**src/rtl/frv_pipeline_memory.sv**
```systemverilog
// Memory pipeline stage: forwards non-LSU results and runs one load/store
// transaction at a time on the dmem request/response bus.
module frv_pipeline_memory #(
    parameter int unsigned XL        = 31,
    parameter int unsigned P_FU_LSU  = 2,
    parameter int unsigned LSU_LOAD  = 4,
    parameter int unsigned LSU_STORE = 3
) (
    input  logic        g_clk,
    input  logic        g_reset,
    input  logic        flush,
    input  logic [4:0]  s3_rd,
    input  logic [XL:0] s3_opr_a,
    input  logic [XL:0] s3_opr_b,
    input  logic [4:0]  s3_uop,
    input  logic [4:0]  s3_fu,
    input  logic        s3_trap,
    input  logic        s3_valid,
    output logic        s3_busy,
    output logic        dmem_req,
    input  logic        dmem_gnt,
    output logic        dmem_wen,
    output logic [3:0]  dmem_strb,
    output logic [31:0] dmem_addr,
    output logic [31:0] dmem_wdata,
    input  logic        dmem_recv,
    input  logic        dmem_error,
    input  logic [31:0] dmem_rdata,
    output logic [4:0]  s4_rd,
    output logic [XL:0] s4_wdata,
    output logic [4:0]  s4_fu,
    output logic        s4_trap,
    output logic [5:0]  s4_cause,
    output logic        s4_valid,
    input  logic        s4_busy
);

    localparam logic [5:0] CAUSE_LD_MISALIGN = 6'd4;
    localparam logic [5:0] CAUSE_LD_FAULT    = 6'd5;
    localparam logic [5:0] CAUSE_ST_MISALIGN = 6'd6;
    localparam logic [5:0] CAUSE_ST_FAULT    = 6'd7;

    typedef enum logic [1:0] {IDLE, REQ, RSP, DRAIN} state_t;

    state_t      state_q, state_nxt;
    logic        kill_q, kill_nxt;
    logic        capture, s4_ld_pass, s4_ld_rsp;

    logic [1:0]  s3_width;
    logic        s3_lsu, s3_store, s3_aligned, s3_direct, xfer;
    logic [3:0]  strb_base, strb_c;
    logic [31:0] wdata_c, rshift_c, ldata_c;

    logic [XL:0] lsu_addr_q;
    logic        lsu_store_q, lsu_zext_q;
    logic [1:0]  lsu_width_q;
    logic [4:0]  lsu_rd_q, lsu_fu_q;

    assign s3_busy  = (state_q != IDLE) || (s4_valid && s4_busy);
    assign s3_width = s3_uop[2:1];
    assign s3_lsu   = s3_fu[P_FU_LSU];
    assign s3_store = s3_uop[LSU_STORE] & ~s3_uop[LSU_LOAD];
    assign s3_direct = !s3_lsu || s3_trap || !s3_aligned;
    assign xfer     = s3_valid && !s3_busy && !flush;

    // Request payload derived from the incoming micro-op
    always_comb begin
        s3_aligned = 1'b0;
        strb_base  = 4'b1111;
        wdata_c    = s3_opr_b[31:0];
        case (s3_width)
            2'b00: begin
                s3_aligned = 1'b1;
                strb_base  = 4'b0001;
                wdata_c    = {4{s3_opr_b[7:0]}};
            end
            2'b01: begin
                s3_aligned = ~s3_opr_a[0];
                strb_base  = 4'b0011;
                wdata_c    = {2{s3_opr_b[15:0]}};
            end
            2'b10: s3_aligned = (s3_opr_a[1:0] == 2'b00);
            default: s3_aligned = 1'b0;
        endcase
        strb_c = s3_store ? 4'(strb_base << s3_opr_a[1:0]) : 4'b0000;
    end

    // Load data alignment and extension
    always_comb begin
        rshift_c = dmem_rdata >> {lsu_addr_q[1:0], 3'b000};
        case (lsu_width_q)
            2'b00:   ldata_c = {{24{~lsu_zext_q & rshift_c[7]}}, rshift_c[7:0]};
            2'b01:   ldata_c = {{16{~lsu_zext_q & rshift_c[15]}}, rshift_c[15:0]};
            default: ldata_c = rshift_c;
        endcase
    end

    always_ff @(posedge g_clk or posedge g_reset) begin
        if (g_reset) begin
            state_q <= IDLE;
            kill_q  <= 1'b0;
        end else begin
            state_q <= state_nxt;
            kill_q  <= kill_nxt;
        end
    end

    // A flush during REQ is remembered so the granted access is drained, not returned
    always_comb begin
        state_nxt  = state_q;
        kill_nxt   = kill_q;
        capture    = 1'b0;
        s4_ld_pass = 1'b0;
        s4_ld_rsp  = 1'b0;
        case (state_q)
            IDLE: begin
                if (xfer) begin
                    if (s3_direct) begin
                        s4_ld_pass = 1'b1;
                    end else begin
                        capture   = 1'b1;
                        state_nxt = REQ;
                    end
                end
            end
            REQ: begin
                if (dmem_gnt) begin
                    state_nxt = (flush || kill_q) ? DRAIN : RSP;
                    kill_nxt  = 1'b0;
                end else if (flush) begin
                    kill_nxt = 1'b1;
                end
            end
            RSP: begin
                if (dmem_recv) begin
                    state_nxt = IDLE;
                    s4_ld_rsp = !flush;
                end else if (flush) begin
                    state_nxt = DRAIN;
                end
            end
            DRAIN: begin
                if (dmem_recv) begin
                    state_nxt = IDLE;
                end
            end
            default: state_nxt = IDLE;
        endcase
    end

    always_ff @(posedge g_clk or posedge g_reset) begin
        if (g_reset) begin
            dmem_req    <= 1'b0;
            dmem_wen    <= 1'b0;
            dmem_strb   <= 4'b0000;
            dmem_addr   <= 32'd0;
            dmem_wdata  <= 32'd0;
            lsu_addr_q  <= '0;
            lsu_store_q <= 1'b0;
            lsu_zext_q  <= 1'b0;
            lsu_width_q <= 2'b00;
            lsu_rd_q    <= 5'd0;
            lsu_fu_q    <= 5'd0;
            s4_valid    <= 1'b0;
            s4_rd       <= 5'd0;
            s4_wdata    <= '0;
            s4_fu       <= 5'd0;
            s4_trap     <= 1'b0;
            s4_cause    <= 6'd0;
        end else begin
            dmem_req <= (state_nxt == REQ);
            if (capture) begin
                dmem_wen    <= s3_store;
                dmem_strb   <= strb_c;
                dmem_addr   <= {s3_opr_a[31:2], 2'b00};
                dmem_wdata  <= wdata_c;
                lsu_addr_q  <= s3_opr_a;
                lsu_store_q <= s3_store;
                lsu_zext_q  <= s3_uop[0];
                lsu_width_q <= s3_width;
                lsu_rd_q    <= s3_rd;
                lsu_fu_q    <= s3_fu;
            end
            if (flush) begin
                s4_valid <= 1'b0;
            end else if (s4_ld_pass) begin
                // A direct LSU op without an upstream trap can only be misaligned
                s4_valid <= 1'b1;
                s4_rd    <= s3_rd;
                s4_fu    <= s3_fu;
                s4_wdata <= s3_opr_a;
                s4_trap  <= s3_trap || s3_lsu;
                if (s3_trap) begin
                    s4_cause <= s3_opr_b[5:0];
                end else if (s3_lsu) begin
                    s4_cause <= s3_store ? CAUSE_ST_MISALIGN : CAUSE_LD_MISALIGN;
                end else begin
                    s4_cause <= 6'd0;
                end
            end else if (s4_ld_rsp) begin
                s4_valid <= 1'b1;
                s4_rd    <= lsu_rd_q;
                s4_fu    <= lsu_fu_q;
                if (dmem_error) begin
                    s4_trap  <= 1'b1;
                    s4_cause <= lsu_store_q ? CAUSE_ST_FAULT : CAUSE_LD_FAULT;
                    s4_wdata <= lsu_addr_q;
                end else begin
                    s4_trap  <= 1'b0;
                    s4_cause <= 6'd0;
                    s4_wdata <= lsu_store_q ? '0 : ldata_c;
                end
            end else if (s4_valid && !s4_busy) begin
                s4_valid <= 1'b0;
            end
        end
    end

endmodule

```
**config.mk**
```make
export PLATFORM = sky130hd
export DESIGN_NAME = frv_pipeline_memory
export DESIGN_NICKNAME = d
export VERILOG_FILES = /design/src/rtl/frv_pipeline_memory.sv
export SDC_FILE = /design/constraint.sdc
export NUM_CORES = 1
export LEC_CHECK = 0
export CAP_MARGIN = 30
export CORE_MARGIN = 4
export CORE_UTILIZATION = 45
export CTS_CLUSTER_DIAMETER = 60
export DETAILED_ROUTE_END_ITERATION = 8
export PLACE_DENSITY = 0.79
export SLEW_MARGIN = 20
export SYNTH_ARGS = -nofsm -noshare
export SYNTH_HDL_FRONTEND = slang
export SYNTH_SLANG_ARGS = --single-unit
```
**constraint.sdc**
```tcl
create_clock -name g_clk -period 5.6 [get_ports g_clk]
set_clock_uncertainty 0.2 [all_clocks]
set_input_delay 0.84 -clock g_clk [delete_from_list [all_inputs] [get_ports g_clk]]
set_output_delay 0.84 -clock g_clk [all_outputs]
set_load 0.005 [all_outputs]
```
# After elaboration in Yosys (flattened, before gate mapping)
# Index checks and enable logic that the tools add are counted.
[word_totals] out_inout_bits=121 word_cells=103 in_bits=120 ff_bits=166
[op_classes] eq_ne=7 n_shift=2 reduce_logical=24 bitwise_logic=7 muxes=45
[op_table] operator="$mux 32" count=4
[op_table] operator="$pmux 32 s2" count=2
[op_table] operator="$shr 32x5->32" count=1
[op_table] operator="$mux 5" count=4
[op_table] operator="$mux 1" count=18
[op_table] operator="$mux 6" count=3
[op_table] operator="$mux 2" count=8
[op_table] operator="$eq 2x1->1 const B" count=4
[op_table] operator="$logic_not 2->1" count=4
[op_table] operator="$pmux 2 s4" count=1
[op_table] operator="$pmux 4 s2" count=1
[op_table] operator="$eq 2x2->1 const B" count=3
[op_table] operator="$mux 3" count=2
[op_table] operator="$reduce_bool 2->1" count=3
[op_table] operator="$logic_not 1->1" count=5
[op_table] operator="$logic_or 1x1->1" count=5
[op_table] operator="$logic_and 1x1->1" count=4
[op_table] operator="$mux 4" count=1
[op_table] operator="$not 1->1" count=4
[op_table] operator="$reduce_and 2->1" count=2
[op_table] operator="$reduce_bool 4->1" count=1
[op_table] operator="$shl 4x2->4" count=1
[op_table] operator="$and 1x1->1" count=3
[op_table] operator="$pmux 1 s3" count=1

# Longest topological paths before layout
# Gate-level depths: netlist (run 1).
[logic_depth] depth_word=9 mapped_depth=7 ltp_nobuf=4

# Worst setup path after synthesis (run 1)
# No wires, ideal clock.
[synth_timing] kind="input -> register" start="input port s3_opr_a[0]" end="register lsu_addr_q[0]" path_buffers=3 setup_time_ns=0.128 setup_slack_ns=3.208 cell_stages=6 t_required_ns=5.272 arrival_time_ns=2.064 path_cell_list="buf_2 > a21oi_2 > o2111ai_1 > buf_2 > buf_4 > mux2_1"
[synth_via] elab_chain_len=7 word_cells_on_any_way=8 classes_between="mux: 4; bitwise: 1; reduce/logical: 3"
[synth_lines] item="start: declaration" line_no="13" source="input logic [XL:0] s3_opr_a,"
[synth_lines] item="$logic_not 2->1 or $not 1->1 (tied branches)" line_no="82, 78"
[synth_lines] item="$pmux 1 s3" line_no="71" source="case (s3_width)"
[synth_lines] item="$logic_not 1->1" line_no="63" source="assign s3_direct = !s3_lsu || s3_trap || !s3_aligned;"
[synth_lines] item="$logic_or 1x1->1" line_no="63"
[synth_lines] item="$mux 1" line_no="118" source="if (s3_direct) begin"
[synth_lines] item="$mux 1" line_no="117" source="if (xfer) begin"
[synth_lines] item="$mux 1" line_no="115" source="case (state_q)"
[synth_lines] item="end signal: assignment" line_no="177" source="lsu_addr_q <= s3_opr_a;"
[synth_lines] item="end: declaration" line_no="54" source="logic [XL:0] lsu_addr_q;"
# Parallel ways exist; a longest one is shown, timed or not.
# A chain may end at the register's enable or synchronous reset.

# Final worst setup path (run 1)
[layout_timing] start="input port s3_uop[1]" end="register s4_fu[4]"
[layout_via] elab_chain_len=9 word_cells_on_any_way=12 classes_between="eq/ne: 2; mux: 5; reduce/logical: 5"
[layout_lines] item="start: declaration" line_no="15" source="input logic [4:0] s3_uop,"
[layout_lines] item="$eq 2x2->1, or another cell as far along" line_no="71"
[layout_lines] item="$pmux 1 s3 (*)" line_no="71"
[layout_lines] item="$logic_not 1->1 (*)" line_no="63"
[layout_lines] item="$logic_or 1x1->1 (*)" line_no="63"
[layout_lines] item="$mux 1 (*)" line_no="118"
[layout_lines] item="$mux 1 (*)" line_no="117"
[layout_lines] item="$mux 1 (*)" line_no="115"
[layout_lines] item="$reduce_bool 2->1 (no line)"
[layout_lines] item="$reduce_and 2->1 (no line)"
[layout_lines] item="end signal: assignment" line_no="190" source="s4_fu <= s3_fu;"
[layout_lines] item="end signal: assignment" line_no="203" source="s4_fu <= lsu_fu_q;"
[layout_lines] item="end: declaration" line_no="31" source="output logic [4:0] s4_fu,"
# Every way passes the cells marked *; elsewhere a longest branch is shown, timed or not.

==> results of run 1 <==
report_power, final:
group / total (mW) / switching [mW] / leakage [nW] / internal [mW]
registers: 1.75 / 0.339 / 1.65 / 1.41
logic: 2.20 / 0.959 / 2.26 / 1.24
clock network: 1.21 / 0.434 / 0.301 / 0.772
total: 5.15 / 1.73 / 4.21 / 3.42
final cells by class:
cell class | count | area (um^2)
fillers | 1237 | 5694
multi-input cells | 457 | 3455
flip-flops and latches | 136 | 3403
repair buffers | 254 | 2534
clock buffers | 22 | 464.2
well taps | 216 | 270.3
clock inverters | 10 | 166.4
inverters | 17 | 68.82
diodes | 1 | 2.502
through the flow:
stage          power [mW]    util  worst slack (ns)
2_1_floorplan       2.874       -            0.9205
3_3_place_gp        3.874  0.6022             1.645
3_5_place_dp        3.931  0.6036             1.547
4_1_cts             5.158  0.6428             2.001
5_1_grt             5.433  0.6452             1.873
6_report            5.154  0.6454             2.002
logic make-up (layout without fill, tap and decap cells):
group | Yosys count | after routing | synth area share
DFF | 136 | 136 | 0.4574
other | 1 | 3 | 0.0005040
buffers and inverters | 110 | 303 | 0.08172
AOI/OAI and AO/OA | 204 | 204 | 0.2194
muxes | 104 | 104 | 0.1520
and+or+nand+nor | 147 | 147 | 0.08896
state kept, by name, summed over array words and instances (netlist names), 2 cells and up:
register     cells
s4_fu            5
state_q          2
dmem_strb        4
lsu_rd_q         5
dmem_wdata      32
lsu_addr_q      32
s4_wdata        32
s4_cause         6
s4_rd            5
lsu_width_q      2
lsu_fu_q         5
worst max path at each step:
stage               startpoint  cells past startpoint            to
floorplan              g_reset                      1      dmem_req
global placement     s3_uop[1]                      6   s4_wdata[7]
detailed placement   s3_uop[1]                      6  s4_wdata[18]
CTS                  s3_uop[1]                      6  s4_wdata[18]
global route         s3_uop[1]                      6   s4_wdata[5]
finish               s3_uop[1]                      6      s4_fu[4]
cell usage after synthesis (3+ instances only):
master,instances,area (um^2)
nand2_1,91,341.6
o32ai_2,10,162.7
o221a_1,3,33.78
a32oi_1,8,70.07
nor2b_1,4,25.02
o2bb2ai_1,8,70.07
o21ai_1,7,35.03
dfrtp_1,136,3403
nor3_1,4,20.02
mux2_2,10,112.6
o32ai_1,6,52.55
a221o_1,3,30.03
o21ai_0,44,220.2
o31ai_1,19,142.6
o211ai_1,3,22.52
a32o_1,3,30.03
nor2_1,19,71.32
inv_1,17,63.81
o22ai_1,3,18.77
a221oi_1,3,26.28
nand2b_1,4,25.02
a21oi_1,17,85.08
buf_2,24,120.1
a211oi_1,17,127.6
a21o_1,3,22.52
mux2_1,42,473.0
mux2i_1,50,500.5
clkbuf_1,26,97.59
o221a_2,11,123.9
o2111ai_1,5,43.79
buf_4,40,300.3
a2bb2oi_1,4,35.03
or3_1,10,62.56
o221ai_1,12,105.1
critical path: stages:
cell,delay [ns]
clkdlybuf4s50_1,0.97
a21oi_2,0.21
o21a_2,0.34
buf_4,0.28
o21ai_2,0.74
o221a_2,0.35
routing by layer:
layer  vias to the layer above  share of wire  global-route usage
li1                       2931              -                   -
met5                         -              0                   0
met1                      3139           0.42              0.3423
met2                       283           0.47              0.3880
met3                        44          0.084             0.06728
met4                         0          0.028             0.09854
==> results.cfg, run 1 <==
[clocking]
cts_setup_buffers = 0
root_buffer = clkbuf_16
clk_latency_ns = 0.42
postCtsHoldBufs = 0
clock_sink_count = 136
clk_pin_slew_ns = 0.06
cts_tree = yes
h-tree-depth = 4
cts_buffer_depth = 2
numCtsBuffers = 17
cts_resized = 0

[route]
drc = 0
drt-initial-drc-count = 568
via_per_inst = 5.748
first_pass_iters = 5
ant_nets = 0
vias = 6397
drt_wl_total_um = 23730
wl_per_cell_um = 21.32

[setup_path]
rrSetupSlack_ns = 2.60
crit_arrival_ns = 3.75
cp-start-kind = input port
endpoint_kind = register
r2r_end = s4_fu[4]
required_ns = 5.75
path_max_fanout = 34
worstSetupPathType = in2reg
r2r_start = state_q[0]
rr_worst_depth = 4

[timing]
drv_slew = 0
hold_violations = 0
period_share = 0.6425
hold_ws_ns = 0.2815
tightest_slew_ns = 0.9408
tns_ns = 0
fmax_mhz = 277.9
setup_violations = 0
fin_crit_ns = 3.598
rsz0062_at_grt = no
slew_headroom = 0.3706

[hold_path]
hold_path_end = dmem_wdata[12]
hold_path_class = reg2reg
worstHoldPathCells = 2
min-delay-start = dmem_wdata[12]

[floorplanning]
rows = 46
coreArea_mm2 = 0.01606
fp.dieW_um = 136.6
die_area_mm2 = 0.01866
die_y_um = 136.6
io_pins = 241
start_util = 0.4634

[grt]
grt_max_degree = 99
grt_antenna_before_repair = 0
grt.total_usage = 0.2527
overflow = 0
grt_first_pass_wirelength_um = 36160
grt_pass1_vias = 6307

[logic_synthesis]
synth-main-ff-cell = dfrtp_1
synth_seq_area_share = 0.4574
syn_area_mm2 = 0.007441
async_flop_share = 1.000
yosys_warnings = 0
synth_cells = 702
yosys_register_bits = 136
synth_edf_count = 0
syn_avg_cell_area_um2 = 10.60
synth_cell_types = 64

[pwr]
max-vdd-ir-drop_mv = 0.2773
power.density_mw_per_mm2 = 497.3
p_leak_nw = 4.213

[status]
outcome = finished, final reports clean

[final_layout]
final_cell_mix = clkdlybuf4s50_1 (238), dfrtp_1 (136), nand2_1 (91)
drive_gt1_frac = 0.1071
final_common_cell = clkdlybuf4s50_1
design_area_mm2 = 0.01036
stdcell_count = 1113
area_growth_pct = 39.28
finalNetCount = 1003

[place]
place_area_mm2 = 0.009692
gp_congestion = 0.8829
place_inst = 1078
io_buffers = 238
hpwl_um = 16670

[flow_run]
maxCapViolations = 0
No activity file was read; power rests on OpenSTA's default activity.
==> run 2: changes to the inputs <==
- clock period: 5.6 -> 3.35 ns (I/O delays scaled with it)
==> run 2 against run 1 <==
Setup slack worse by 1.3 ns. Clock-buffer cell count up 3. Cell area up 0.76%. Core utilization up 0.49 points. Via count up 0.20%. Power up 66%. Sequential power up 69%. Non-clock buffer count up 13. Largest cell class unchanged. Highest routed layer is now met5.
==> results.cfg, run 2 (synthesis results as in run 1) <==
[status]
outcome = finished, final reports clean

[timing]
drv_slew = 0
setup_violations = 0
tightest_slew_ns = 0.8682
tns_ns = 0
fmax_mhz = 383.9
rsz0062_at_grt = no
period_share = 0.7775
slew_headroom = 0.4190
hold_violations = 0
fin_crit_ns = 2.605

[hold_path]
min-delay-start = dmem_wdata[22]
hold_path_class = reg2reg

[floorplanning]
coreArea_mm2 = 0.01606
start_util = 0.4634
io_pins = 241
rows = 46
fp.dieW_um = 136.6
die_area_mm2 = 0.01866
die_y_um = 136.6

[place]
gp_congestion = 0.9331
io_buffers = 238
place_inst = 1093
place_area_mm2 = 0.009833
hpwl_um = 17330

[route]
ant_nets = 0
via_per_inst = 5.683
wl_per_cell_um = 21.22
vias = 6410
drt-initial-drc-count = 452
first_pass_iters = 5
drc = 0
drt_wl_total_um = 23930

[setup_path]
worstSetupPathType = in2out
path_max_fanout = 3
required_ns = 2.65
endpoint_kind = primary output
cp-start-kind = input port
r2r_start = lsu_addr_q[1]
crit_arrival_ns = 1.90
worstSetupStartpoint = s4_busy

[final_layout]
design_area_mm2 = 0.01044
top_regs = dmem_wdata x32, lsu_addr_q x32, s4_wdata x32
final_common_cell = clkdlybuf4s50_1
final_util = 0.6503
drive_gt1_frac = 0.1177
area_growth_pct = 40.34
multi_input_area_mm2 = 0.003455
finalNetCount = 1016
final_cell_mix = clkdlybuf4s50_1 (238), dfrtp_1 (136), nand2_1 (91)
stdcell_count = 1128
seqCellArea_mm2 = 0.003403
fillers = 1303

[pwr]
p_leak_nw = 4.265
max-vdd-ir-drop_mv = 0.4715
power.density_mw_per_mm2 = 821.4

[clocking]
cts_tree = yes
cts_setup_buffers = 0
postCtsHoldBufs = 0
clk_latency_ns = 0.42
h-tree-depth = 4
clk_pin_slew_ns = 0.06
cts_buffer_depth = 2
numCtsBuffers = 17
cts_resized = 0
clock_sink_count = 136
root_buffer = clkbuf_16

[grt]
grt_pass1_vias = 6411
grt_max_degree = 100
overflow = 0
grt_antenna_before_repair = 3
grt_first_pass_wirelength_um = 36400
grt.total_usage = 0.2538

[flow_run]
maxCapViolations = 0
[run 2: layer usage]
layer  vias up  GRT usage  wire, um
met2       267     0.3839     11200
met5         -          0         7
met4         2    0.09518       614
met3        38    0.08419      2065
li1       2964          -         -
met1      3139     0.3395     10040
[run 2: path summary, 6_finish.rpt]
kind                             endpoint  slack [ns]  cells past startpoint
max                               s3_busy        0.75                      5
min                        dmem_wdata[22]        0.28                      2
max reg2reg                  s4_wdata[18]        0.79                      5
min reg2reg                dmem_wdata[22]        0.28                      2
max in group asynchronous  lsu_addr_q[21]        2.06                      3
min in group asynchronous     lsu_fu_q[0]        0.35                      3
[run 2: power breakdown]
| part | internal, mW | switching, mW | leakage, nW | total (mW) |
|---|---|---|---|---|
| registers | 2.36 | 0.601 | 1.65 | 2.96 |
| logic | 2.11 | 1.57 | 2.33 | 3.68 |
| clock network | 1.23 | 0.703 | 0.291 | 1.93 |
| total | 5.70 | 2.88 | 4.26 | 8.58 |
[run 2: layout make-up]
cell class | count | share of cell area
Multi-Input combinational cell | 457 | 0.3308
Sequential cell | 136 | 0.3259
Timing Repair Buffer | 267 | 0.2526
Clock buffer | 25 | 0.04649
Tap cell | 216 | 0.02588
Clock inverter | 7 | 0.01114
Inverter | 17 | 0.006470
Antenna cell | 3 | 0.0007189
[run 2: through the flow]
stage | hold WS [ns] | power (mW) | setup WS, ns
after floorplan | 0.2346 | 4.805 | 0.9544
after global placement | 0.2536 | 6.563 | 0.4841
after detailed placement | 0.2672 | 6.633 | 0.4218
after CTS | 0.2825 | 8.598 | 0.7446
after global routing | 0.2927 | 9.039 | 0.6536
final | 0.2757 | 8.578 | 0.7453
[run 2: worst max-delay path: stages]
cell and delay [ns]:
clkdlybuf4s50_1 0.47, a211oi_4 0.27, buf_4 0.19, inv_1 0.04, clkdlybuf4s50_1 0.43
